### config.mk
export PLATFORM = sky130hd
export DESIGN_NAME = pipe_decoder
export DESIGN_NICKNAME = d
export VERILOG_FILES = /design/src/rtl/pipe_decoder.sv
export SDC_FILE = /design/constraint.sdc
export NUM_CORES = 1
export LEC_CHECK = 0
export CAP_MARGIN = 20
export CORE_MARGIN = 3
export CORE_UTILIZATION = 47
export CTS_CLUSTER_DIAMETER = 50
export CTS_CLUSTER_SIZE = 24
export DETAILED_ROUTE_END_ITERATION = 12
export GPL_TIMING_DRIVEN = 0
export PLACE_DENSITY_LB_ADDON = 0.1
export SYNTH_ARGS = -nofsm -noshare
export SYNTH_HDL_FRONTEND = slang
export SYNTH_SLANG_ARGS = --single-unit
### constraint.sdc
create_clock -name clk -period 1.5 [get_ports clk]
set_input_delay 0.225 -clock clk [delete_from_list [all_inputs] [get_ports clk]]
set_output_delay 0.225 -clock clk [all_outputs]
set_load 0.05 [all_outputs]
### src/rtl/pipe_decoder.sv
// Registered binary-to-one-hot decoder with single-shot decode and a
// self-timed sweep over every index, one beat per cycle.
module pipe_decoder #(
   parameter int IN_W      = 5,
   parameter int OUT_W     = 2**IN_W,
   parameter bit MASK_ZERO = 1'b0
) (
   input  logic             clk,
   input  logic             rst_n,
   input  logic             en,
   input  logic [IN_W-1:0]  in,
   input  logic             sweep_start,
   output logic [OUT_W-1:0] out,
   output logic             out_valid,
   output logic             busy,
   output logic             done
);

   typedef enum logic {IDLE, SWEEP} state_t;

   state_t             state_q, state_d;
   logic [IN_W-1:0]    cnt_q, cnt_d;
   logic [OUT_W-1:0]   out_q, out_d;
   logic               valid_q, valid_d;
   logic               busy_q, busy_d;
   logic               done_q, done_d;

   always_ff @(posedge clk or negedge rst_n) begin
      if (!rst_n) begin
         state_q <= IDLE;
         cnt_q   <= '0;
         out_q   <= '0;
         valid_q <= 1'b0;
         busy_q  <= 1'b0;
         done_q  <= 1'b0;
      end else begin
         state_q <= state_d;
         cnt_q   <= cnt_d;
         out_q   <= out_d;
         valid_q <= valid_d;
         busy_q  <= busy_d;
         done_q  <= done_d;
      end
   end

   always_comb begin
      state_d = state_q;
      cnt_d   = cnt_q;
      out_d   = '0;
      valid_d = 1'b0;
      busy_d  = 1'b0;
      done_d  = 1'b0;
      unique case (state_q)
         IDLE: begin
            // sweep_start wins; a coincident en is dropped, not queued
            if (sweep_start) begin
               state_d = SWEEP;
               cnt_d   = '0;
            end else if (en) begin
               out_d[in] = 1'b1;
               valid_d   = 1'b1;
            end
         end
         SWEEP: begin
            out_d[cnt_q] = 1'b1;
            valid_d      = 1'b1;
            busy_d       = 1'b1;
            if (cnt_q == '1) begin
               done_d  = 1'b1;
               state_d = IDLE;
               cnt_d   = '0;
            end else begin
               cnt_d = cnt_q + 1'b1;
            end
         end
         default: state_d = IDLE;
      endcase
      if (MASK_ZERO) out_d[0] = 1'b0;
   end

   assign out       = out_q;
   assign out_valid = valid_q;
   assign busy      = busy_q;
   assign done      = done_q;

endmodule

==> key figures, run 1 <==
Finish
  • Diodes inserted: 0
  • Final Non-Filler Cells: about 240
  • Sequential cell area: a little over 1000 µm²
  • Fill cells: 260
  • Multi-input combinational cell area: 579.3 µm²
  • Nets@finish: 205
  • Layout cell share with drive strength beyond 1: 0.1042
  • Area Overhead vs Synth: 34.20%
  • Core Util, Final: 0.6921

Synthesis
  • Mapped Cells: 138
  • Yosys top cell area share: 0.6260
  • Commonest cells post-synth: dfrtp_1 (41), o22ai_1 (32), nand2_1 (16)
  • EDFF count, synth: 0
  • Ys Warns: 0
  • Mapped Nets: approximately 150
  • Post-synth ARST share: 1.000
  • Register area share after synthesis: 0.6260
  • Synthesized area: 1639 µm²
  • Top-count cell post-synth: dfrtp_1
  • Yosys top cell by area: dfrtp_1
  • Flops & latches, synth: 41
  • Most used flip-flop cell after synthesis: dfrtp_1
  • Netlist cell types: 24
  • Avg Cell Area, Syn: between 10 and 15 µm²
  • Largest cells by area after synthesis: dfrtp_1 (63%), o22ai_1 (12%), ha_1 (3.8%), nand2_1 (3.7%), nand3_1 (2.4%)

Detailed routing
  • Drt wl/cell: 15.32 µm
  • ANT nets after route: 0
  • Total Routed Length: between 3 and 4 mm
  • Via density: around 5.4
  • Vias post-DR: around 1300
  • TritonRoute pass-1 iters: 4
  • First DRT Iteration DRCs: 75
  • # DRC: 0

Critical path
  • Crit-path max cell delay: 0.53 ns
  • Bufs and invs on worst path: 1
  • Crit path max fanout: 1
  • WP data arrival: 1.21 ns
  • Slowest cell on crit path: dlygate4sd2_1
  • Setup crit start kind: flop
  • Setup CP Type: flop to output port
  • Largest delay share family, worst path: buffers and inverters
  • Required @ worst endpoint: roughly 1.3 ns
  • Crit end category: output port
  • Crit-path cells: dlygate4sd2_1

Min path
  • Hold Path Class: flop to flop

Die
  • Initial Util: 0.5157
  • Die W: 65.06 µm
  • Die area: 4232 µm²
  • Die Ht: 65.06 µm
  • I/O pin total: 44
  • Core area: 3178 µm²
  • Row Count: 20

Global routing
  • Largest net degree at the start of global routing: 42
  • Total gr overflow: 0
  • Number of global-route vias before repair: 1277
  • Initial antenna violation count: 0
  • Total GRT Usage: 0.1906
  • First-pass GRT wire length: 6.099 mm

STA
  • Fmax: 0.6946 GHz
  • Worst relative slew slack: 0.4316
  • Crit path time final: 1.440 ns
  • Tcrit/Tclk final: 0.9598
  • Least-Margin Pin Slew: 0.8527 ns
  • Unrepaired setup endpoints after global routing: true
  • Post-route clock skew: 0.007913 ns
  • Final hold vios: 0
  • Final Max Slew Viols: 0
  • Setup TNS Final: 0 ns
  • Endpoints failing setup: 0

Placed design
  • HPWL Detailed: roughly 2.6 mm
  • IO buf count: 43
  • Cells after DPL: 225
  • Routability Congestion: approximately 0.84

Job
  • Maxcap violations: 0

Pwr
  • Pwr/cell area: 1766 nW/µm²
  • Switch share: 0.4231
  • NetSw: 1644 µW
  • Peak supply drop: between 1000 and 1500 µV
  • Leak: 0.001107 µW
  • Clock Power Share: 0.186
  • Logic gate share of total power: 0.449
  • Sequential Power Share: 0.365
  • Internal: 2242 µW

Clock tree
  • Root Driver: clkbuf_4
  • H-tree levels: 2
  • Num Clock Sinks: a little over 40
  • CTS tree: yes
  • Cts bufs inserted: 5
  • Clock Latency Late Sink: 0.34 ns
  • Worst-path clk slew: roughly 0.11 ns
  • Clock Path Buffers: 2

Status
  • Status: complete, no violations
[placed cells by master, fill, tap and decap left out, drive strengths merged]
| cell | synthesis | routed |
|---|---|---|
| dfrtp | 41 | 41 |
| o22ai | 32 | 32 |
| dlygate4sd2 | 0 | 32 |
| nand2 | 16 | 16 |
| nand3 | 8 | 8 |
| clkdlybuf4s50 | 0 | 7 |
| clkbuf | 0 | 7 |
| inv | 6 | 6 |
| buf | 3 | 6 |
| nand2b | 5 | 5 |
| ha | 5 | 5 |
| nor2 | 3 | 3 |
| clkdlybuf4s15 | 0 | 3 |
| o32ai | 3 | 3 |
| or3 | 2 | 2 |
| or2 | 2 | 2 |
| o21ai | 2 | 2 |
| xnor2 | 2 | 2 |
| and3 | 1 | 1 |
| and4bb | 1 | 1 |
| nor4b | 1 | 1 |
| nand3b | 1 | 1 |
| nor2b | 1 | 1 |
| a21o | 1 | 1 |
| and2 | 1 | 1 |
| o31ai | 1 | 1 |
| bufinv | 0 | 1 |
| dlygate4sd3 | 0 | 1 |
[power by group through the flow]
stage	combinational, µW	sequential [µW]	clock (µW)
2_1_floorplan	696	1960	0
3_3_place_gp	1710	1450	0
3_5_place_dp	1750	1460	0
4_1_cts	1720	1420	736
5_1_grt	1870	1450	787
6_report	1750	1420	721
[cell type report]
class | count | area share
inverter | 6 | 0.01024
clock buffer | 7 | 0.02503
timing repair buffer | 46 | 0.1866
multi-input combinational | 88 | 0.2634
clock inverter | 1 | 0.01365
buffer | 3 | 0.009670
tap | 44 | 0.02503
sequential | 41 | 0.4664
[sequential cells by signal, indices dropped and copies added, names as in the netlist]
signal	flops
out	32
done	1
state_q	1
busy	1
out_valid	1
cnt_q	5
[cell families (layout without fill, tap and decap cells)]
group	count (synthesis)	after routing	share of synthesized area
AOI/OAI and AO/OA	39	39	0.1580
xor gates and xnor gates	2	2	0.01069
adders and majority gates	5	5	0.03817
buffers and inverters	9	63	0.02672
DFF	41	41	0.6260
and+or+nand+nor	42	42	0.1405
[routing by layer]
layer  vias to the layer above  wire, µm  GRT usage
li1                        613         -          -
met1                       611      1490     0.2279
met2                        53      1797     0.3167
met3                         6       276    0.05893
met4                         0        52    0.08290
met5                         -         0          0
[path summary, 6_finish.rpt]
| kind | start | to | slack [ns] | cells after the start |
|---|---|---|---|---|
| setup / recovery | out[14]$_DFF_PN0_ | out[14] | 0.06 | 1 |
| setup reg to reg | state_q$_DFF_PN0_ | out[3]$_DFF_PN0_ | 0.08 | 4 |
| max in group asynchronous | rst_n | out[5]$_DFF_PN0_ | 0.44 | 2 |
| hold reg to reg | state_q$_DFF_PN0_ | busy$_DFF_PN0_ | 0.42 | 0 |
| hold / removal | state_q$_DFF_PN0_ | busy$_DFF_PN0_ | 0.42 | 0 |
| min in group asynchronous | rst_n | cnt_q[2]$_DFFE_PN0P_ | 0.53 | 2 |
[stage by stage]
stage	hold WS [ns]	power (µW)	setup WS (ns)	area (µm²)
after floorplan	-0.07059	2658	0.1201	1639
after global routing	0.4424	4106	-0.005755	2200
after CTS	0.4214	3868	0.002703	2186
after detailed placement	0.3784	3210	-0.2023	2120
after global placement	0.3797	3165	-0.6310	2125
final	0.4233	3885	0.06028	2200
[what timing repair did]
action / 4_1_cts / 5_1_grt
endpoints found under the hold margin: 2 / 0
gates resized for setup: 35 / 5
hold buffers: 1 / 0
setup buffers: 2 / 0
setup endpoints to repair: 39 / 7
pin swaps: 0 / 0
Note: power is estimated with default switching activity, not from simulation.
==> run 2: changes to the inputs <==
Settings changed: CAP_MARGIN 20 to 10, CORE_MARGIN 3 to 10.
==> run 2 against run 1 <==
Register-to-register slack got worse by 0.03 ns; via count barely moved; final area rose by 0.80%; combinational power rose by 2%; routed wire length rose by 7.6%; worst hold slack got worse by 0.018 ns; die area rose by 48%; critical endpoint is now out[6]; highest routed layer unchanged.
==> key figures, run 2 (same netlist as run 1, synthesis figures left out) <==
Status
  • Status: complete, no violations

Finish
  • Most frequent cells in the layout: dfrtp_1 (41), dlygate4sd2_1 (34), o22ai_1 (30)
  • Design area: 2217 µm² (+0.80%)
  • Sequential cell area: 1026 µm² (unchanged)
  • Multi-input combinational cell area: 611.8 µm² (+5.6%)
  • Most common cell after layout, fill and taps aside: dfrtp_1
  • Area Overhead vs Synth: 35.27%
  • Layout cell share with drive strength beyond 1: 0.1406 (+0.03646)
  • Fill cells: 304 (+17%)
  • Diodes inserted: 0 (unchanged)
  • Nets@finish: 205 (unchanged)
  • Core Util, Final: 0.6592 (-0.03290)
  • Max FFs per register: 32 (unchanged)

Critical path
  • Crit end category: output port
  • Bufs and invs on worst path: 1 (unchanged)
  • WP data arrival: 1.23 ns (+0.02 ns)
  • Largest delay share family, worst path: buffers and inverters
  • Slowest cell on crit path: dlygate4sd2_1
  • Required @ worst endpoint: 1.27 ns (about the same)
  • Setup crit start kind: flop
  • Reg2reg setup slack: 0.05 ns (-0.03 ns)
  • Setup CP Type: flop to output port
  • Crit-path max cell delay: 0.53 ns (about the same)
  • Crit path max fanout: 1 (unchanged)
  • Crit-path cells: dlygate4sd2_1

Min path
  • Hold Path Class: flop to flop

Placed design
  • HPWL Detailed: 2.905 mm (+12%)
  • Routability Congestion: 0.9061 (+7.6%)
  • Placement Setup Slack: -0.2008 ns (+0.001534 ns)
  • Dpl cell area: 2122 µm² (+0.12%)
  • IO buf count: 43 (unchanged)

Pwr
  • Pwr/cell area: 1718 nW/µm² (-2.7%)
  • Peak supply drop: 988.5 µV (-17%)
  • Leak: 0.001113 µW (+0.50%)

Die
  • Core area: 3363 µm² (+5.8%)
  • Initial Util: 0.4874 (-0.02840)
  • I/O pin total: 44 (unchanged)
  • Die area: 6250 µm² (+48%)
  • Row Count: 21 (+5.0%)
  • Die Ht: 79.06 µm (+22%)
  • Die W: 79.06 µm (+22%)

Detailed routing
  • Via density: 5.387 (-0.92%)
  • Total Routed Length: 3.890 mm (+7.6%)
  • Drt wl/cell: 16.34 µm (+6.7%)
  • ANT nets after route: 0 (unchanged)
  • First DRT Iteration DRCs: 98 (+31%)
  • Vias post-DR: 1282 (-0.078%)
  • TritonRoute pass-1 iters: 4 (unchanged)
  • # DRC: 0 (unchanged)

Global routing
  • First-pass GRT wire length: 6.085 mm (-0.23%)
  • Number of global-route vias before repair: 1241 (-2.8%)
  • Largest net degree at the start of global routing: 42 (unchanged)
  • Total GRT Usage: 0.1232 (-0.06740)
  • Total gr overflow: 0 (unchanged)
  • Initial antenna violation count: 0 (unchanged)

STA
  • Tcrit/Tclk final: 0.9702 (+0.01036)
  • Worst relative slew slack: 0.4418 (+0.01022)
  • Endpoints failing setup: 0 (unchanged)
  • Fmax: 0.6872 GHz (-1.1%)
  • Post-route clock skew: 0.004696 ns (-0.003217 ns)
  • WHS: 0.4054 ns (-0.01788 ns)
  • Least-Margin Pin Slew: 0.8373 ns (-0.01533 ns)
  • Unrepaired setup endpoints after global routing: true
  • Final hold vios: 0 (unchanged)
  • Crit path time final: 1.455 ns (+0.01554 ns)
  • PnR worst setup slack: 0.04475 ns (-0.01554 ns)
  • Final Max Slew Viols: 0 (unchanged)

Clock tree
  • Num Clock Sinks: 41 (unchanged)
  • Clock Path Buffers: 2 (unchanged)
  • CTS tree: yes
  • Clock Latency Late Sink: 0.34 ns (about the same)
  • H-tree levels: 2 (unchanged)
  • Root Driver: clkbuf_4
  • Worst-path clk slew: 0.11 ns (about the same)
  • Cts bufs inserted: 5 (unchanged)

Job
  • Maxcap violations: 0 (unchanged)
## run 2: changes by cell type in the layout (fill, tap and decap cells not counted)
cell / change
ha_1: -1
ha_2: +1
clkbuf_1: -1
clkbuf_8: +1
dlygate4sd2_1: +2
clkdlybuf4s15_1: -2
o32ai_2: +1
o32ai_1: -1
o22ai_1: -2
o22ai_2: +2
clkinv_2: +1
nand3_2: +2
bufinv_16: -1
nand3_1: -2
## run 2: path summary, 6_finish.rpt
path | startpoint | to | depth (start not counted)
min in group asynchronous | rst_n | out[16]$_DFF_PN0_ | 2
worst max-delay path | out[6]$_DFF_PN0_ | out[6] | 1
worst min register to register | state_q$_DFF_PN0_ | busy$_DFF_PN0_ | 0
worst max register to register | state_q$_DFF_PN0_ | out[17]$_DFF_PN0_ | 4
max in group asynchronous | rst_n | cnt_q[3]$_DFFE_PN0P_ | 2
worst min-delay path | state_q$_DFF_PN0_ | busy$_DFF_PN0_ | 0
## run 2: stage by stage
stage,power (µW),TNS [ns],std cells
final,3809,0,238
after global routing,4021,-0.06844,238
after CTS,3747,0,237
after detailed placement,3230,-4.008,227
after global placement,3181,-27.47,227
after floorplan,2658,0,138
## run 2: layout make-up
class,count,share of cell area
buffer,3,0.009594
clock buffer,7,0.02935
clock inverter,1,0.002257
inverter,6,0.01016
multi-input combinational,88,0.2760
sequential,41,0.4628
tap,46,0.02596
timing repair buffer,46,0.1840
## run 2: where the power goes
| group | switching [µW] | leakage (µW) | total (µW) | internal (µW) |
|---|---|---|---|---|
| combinational | 1250 | 0.000525 | 1790 | 542 |
| sequential | 98.0 | 0.000547 | 1420 | 1320 |
| clock | 322 | 0.0000413 | 594 | 272 |
| total | 1670 | 0.00111 | 3810 | 2140 |
## run 2: what timing repair did
item	4_1_cts	5_1_grt
pin swaps	0	3
hold buffers	1	0
buffers inserted	1	1
gates resized for setup	36	8
endpoints found under the setup margin	39	12
endpoints found under the hold margin	12	0
## run 2: layer usage
metal	vias up	GRT usage	wire (µm)
met4	0	0.06272	79
met5	-	0	0
met2	51	0.2039	1921
li1	618	-	-
met3	8	0.05293	341
met1	605	0.1315	1546
==> run 3: changes to the inputs <==
Settings changed: MAX_ROUTING_LAYER set to met4.
==> run 3 against run 2 <==
Maximum frequency down 0.15%; combinational power about the same; final area unchanged; clock skew about the same; worst setup slack worse by 0.0022 ns; critical path depth unchanged; critical endpoint unchanged; highest routed layer unchanged.
==> key figures, run 3 (same netlist as run 1, synthesis figures left out) <==
Status
  • Status: complete, no violations

Finish
  • Sequential cell area: 1026 µm² (unchanged)
  • Final Non-Filler Cells: 238 (unchanged)
  • Multi-input combinational cell area: 611.8 µm² (unchanged)
  • Most common cell after layout, fill and taps aside: dfrtp_1
  • Fill cells: 304 (unchanged)
  • Diodes inserted: 0 (unchanged)
  • Area Overhead vs Synth: 35.27% (unchanged)
  • Max FFs per register: 32 (unchanged)
  • Most frequent cells in the layout: dfrtp_1 (41), dlygate4sd2_1 (34), o22ai_1 (30)
  • Nets@finish: 205 (unchanged)
  • Layout cell share with drive strength beyond 1: 0.1406 (unchanged)

Detailed routing
  • Vias post-DR: 1274 (-0.62%)
  • # DRC: 0 (unchanged)
  • Drt wl/cell: 16.38 µm (+0.23%)
  • Total Routed Length: 3.899 mm (+0.23%)
  • Via density: 5.353 (-0.62%)
  • ANT nets after route: 0 (unchanged)
  • TritonRoute pass-1 iters: 4 (unchanged)
  • First DRT Iteration DRCs: 93 (-5.1%)

Critical path
  • R2R depth: 4 (unchanged)
  • Setup crit start kind: flop
  • WP data arrival: 1.23 ns (about the same)
  • Reg2reg setup slack: 0.06 ns (about the same)
  • Bufs and invs on worst path: 1 (unchanged)
  • Largest delay share family, worst path: buffers and inverters
  • Setup CP Type: flop to output port
  • Crit end category: output port
  • Crit-path cells: dlygate4sd2_1
  • Worst reg2reg endpoint: out[17]$_DFF_PN0_
  • FF-to-FF Start: state_q$_DFF_PN0_
  • Crit-path max cell delay: 0.53 ns (about the same)
  • CP startpoint: out[6]$_DFF_PN0_
  • Slowest cell on crit path: dlygate4sd2_1
  • Crit path max fanout: 1 (unchanged)
  • Required @ worst endpoint: 1.27 ns (about the same)

Placed design
  • Routability Congestion: 0.9216 (+1.7%)
  • IO buf count: 43 (unchanged)
  • HPWL Detailed: 2.905 mm (unchanged)
  • Cells after DPL: 227 (unchanged)
  • Placement Setup Slack: -0.2008 ns (unchanged)

Clock tree
  • Worst-path clk slew: 0.11 ns (about the same)
  • CTS tree: yes
  • Root Driver: clkbuf_4
  • Clock Latency Late Sink: 0.34 ns (about the same)
  • Clock Path Buffers: 2 (unchanged)
  • Num Clock Sinks: 41 (unchanged)
  • Cts bufs inserted: 5 (unchanged)
  • H-tree levels: 2 (unchanged)

Die
  • Row Count: 21 (unchanged)
  • Core area: 3363 µm² (unchanged)
  • Die area: 6250 µm² (unchanged)
  • Die Ht: 79.06 µm (unchanged)
  • I/O pin total: 44 (unchanged)
  • Initial Util: 0.4874 (unchanged)
  • Die W: 79.06 µm (unchanged)

Pwr
  • Switch share: 0.4398 (about the same)
  • Clock Power Share: 0.156 (about the same)
  • Logic gate share of total power: 0.471 (about the same)
  • Internal: 2135 µW (about the same)
  • Total Power: 3812 µW (about the same)
  • Leak: 0.001113 µW (unchanged)
  • NetSw: 1676 µW (+0.17%)
  • Peak supply drop: 987.9 µV (about the same)
  • Pwr/cell area: 1719 nW/µm² (about the same)
  • Sequential Power Share: 0.373 (about the same)

Global routing
  • Number of global-route vias before repair: 1241 (unchanged)
  • Total gr overflow: 0 (unchanged)
  • Largest net degree at the start of global routing: 42 (unchanged)
  • Total GRT Usage: 0.1268 (+0.003579)
  • Initial antenna violation count: 0 (unchanged)
  • First-pass GRT wire length: 6.092 mm (+0.12%)

Min path
  • Hold Path Origin: state_q$_DFF_PN0_
  • Hold Path Class: flop to flop
  • WHS Path Cells: 0 (unchanged)
  • Hold Path End: busy$_DFF_PN0_

STA
  • Setup TNS Final: 0 ns (unchanged)
  • Post-route clock skew: 0.004672 ns (-0.00002434 ns)
  • Fmax: 0.6861 GHz (-0.15%)
  • Final Max Slew Viols: 0 (unchanged)
  • Unrepaired setup endpoints after global routing: true
  • Final hold vios: 0 (unchanged)
  • Crit path time final: 1.458 ns (+0.002247 ns)
  • PnR worst setup slack: 0.04250 ns (-0.002247 ns)
  • Least-Margin Pin Slew: 0.8371 ns (-0.0001943 ns)
  • Worst relative slew slack: 0.4419 (about the same)
  • Tcrit/Tclk final: 0.9717 (+0.001498)
  • Endpoints failing setup: 0 (unchanged)

Job
  • Maxcap violations: 0 (unchanged)
==> run 3: cell counts in the layout (fill, tap and decap cells not counted) <==
No cell type changed its count.
==> run 3: area by class of cell <==
type | count | share of cell area
clock buffers | 7 | 0.02935
flip-flops and latches | 41 | 0.4628
clock inverters | 1 | 0.002257
repair buffers | 46 | 0.1840
multi-input cells | 88 | 0.2760
inverters | 6 | 0.01016
well taps | 46 | 0.02596
plain buffers | 3 | 0.009594
==> run 3: what timing repair did <==
| item | in CTS | in global routing |
|---|---|---|
| buffers inserted | 1 | 1 |
| hold buffers | 1 | 0 |
| pin swaps | 0 | 3 |
| gates resized for setup | 36 | 8 |
| setup endpoints to repair | 39 | 12 |
| hold endpoints to repair | 12 | 0 |
==> run 3: worst max path at each step <==
stage	cells after the start	slack, ns	endpoint
after floorplan	5	0.12	cnt_q[0]$_DFFE_PN0P_
after global placement	1	-0.60	out[13]$_DFF_PN0_
after detailed placement	4	-0.20	out[21]$_DFF_PN0_
after CTS	5	0.02	cnt_q[2]$_DFFE_PN0P_
after global routing	4	-0.02	out[17]$_DFF_PN0_
final	1	0.04	out[6]
==> run 3: routing by layer <==
layer	GRT usage	up-vias	routed length [µm]
met2	0.2039	52	1932
li1	-	620	-
met4	0.06272	0	63
met3	0.05068	6	338
met5	-	-	0
met1	0.1329	596	1565
==> run 3: per-stage QoR <==
stage	util	hold slack (ns)	instance area (µm²)
2_1_floorplan	-	-0.07059	1639
5_1_grt	0.6592	0.4135	2217
3_5_place_dp	0.6310	0.3742	2122
3_3_place_gp	0.6324	0.3814	2127
4_1_cts	0.6462	0.4088	2173
6_report	0.6592	0.4056	2217
==> run 3: power groups by stage <==
stage,logic (µW),clock network (µW),registers [µW]
floorplan,696,0,1960
global placement,1730,0,1460
detailed placement,1760,0,1470
CTS,1720,608,1420
global route,1910,657,1450
finish,1790,596,1420
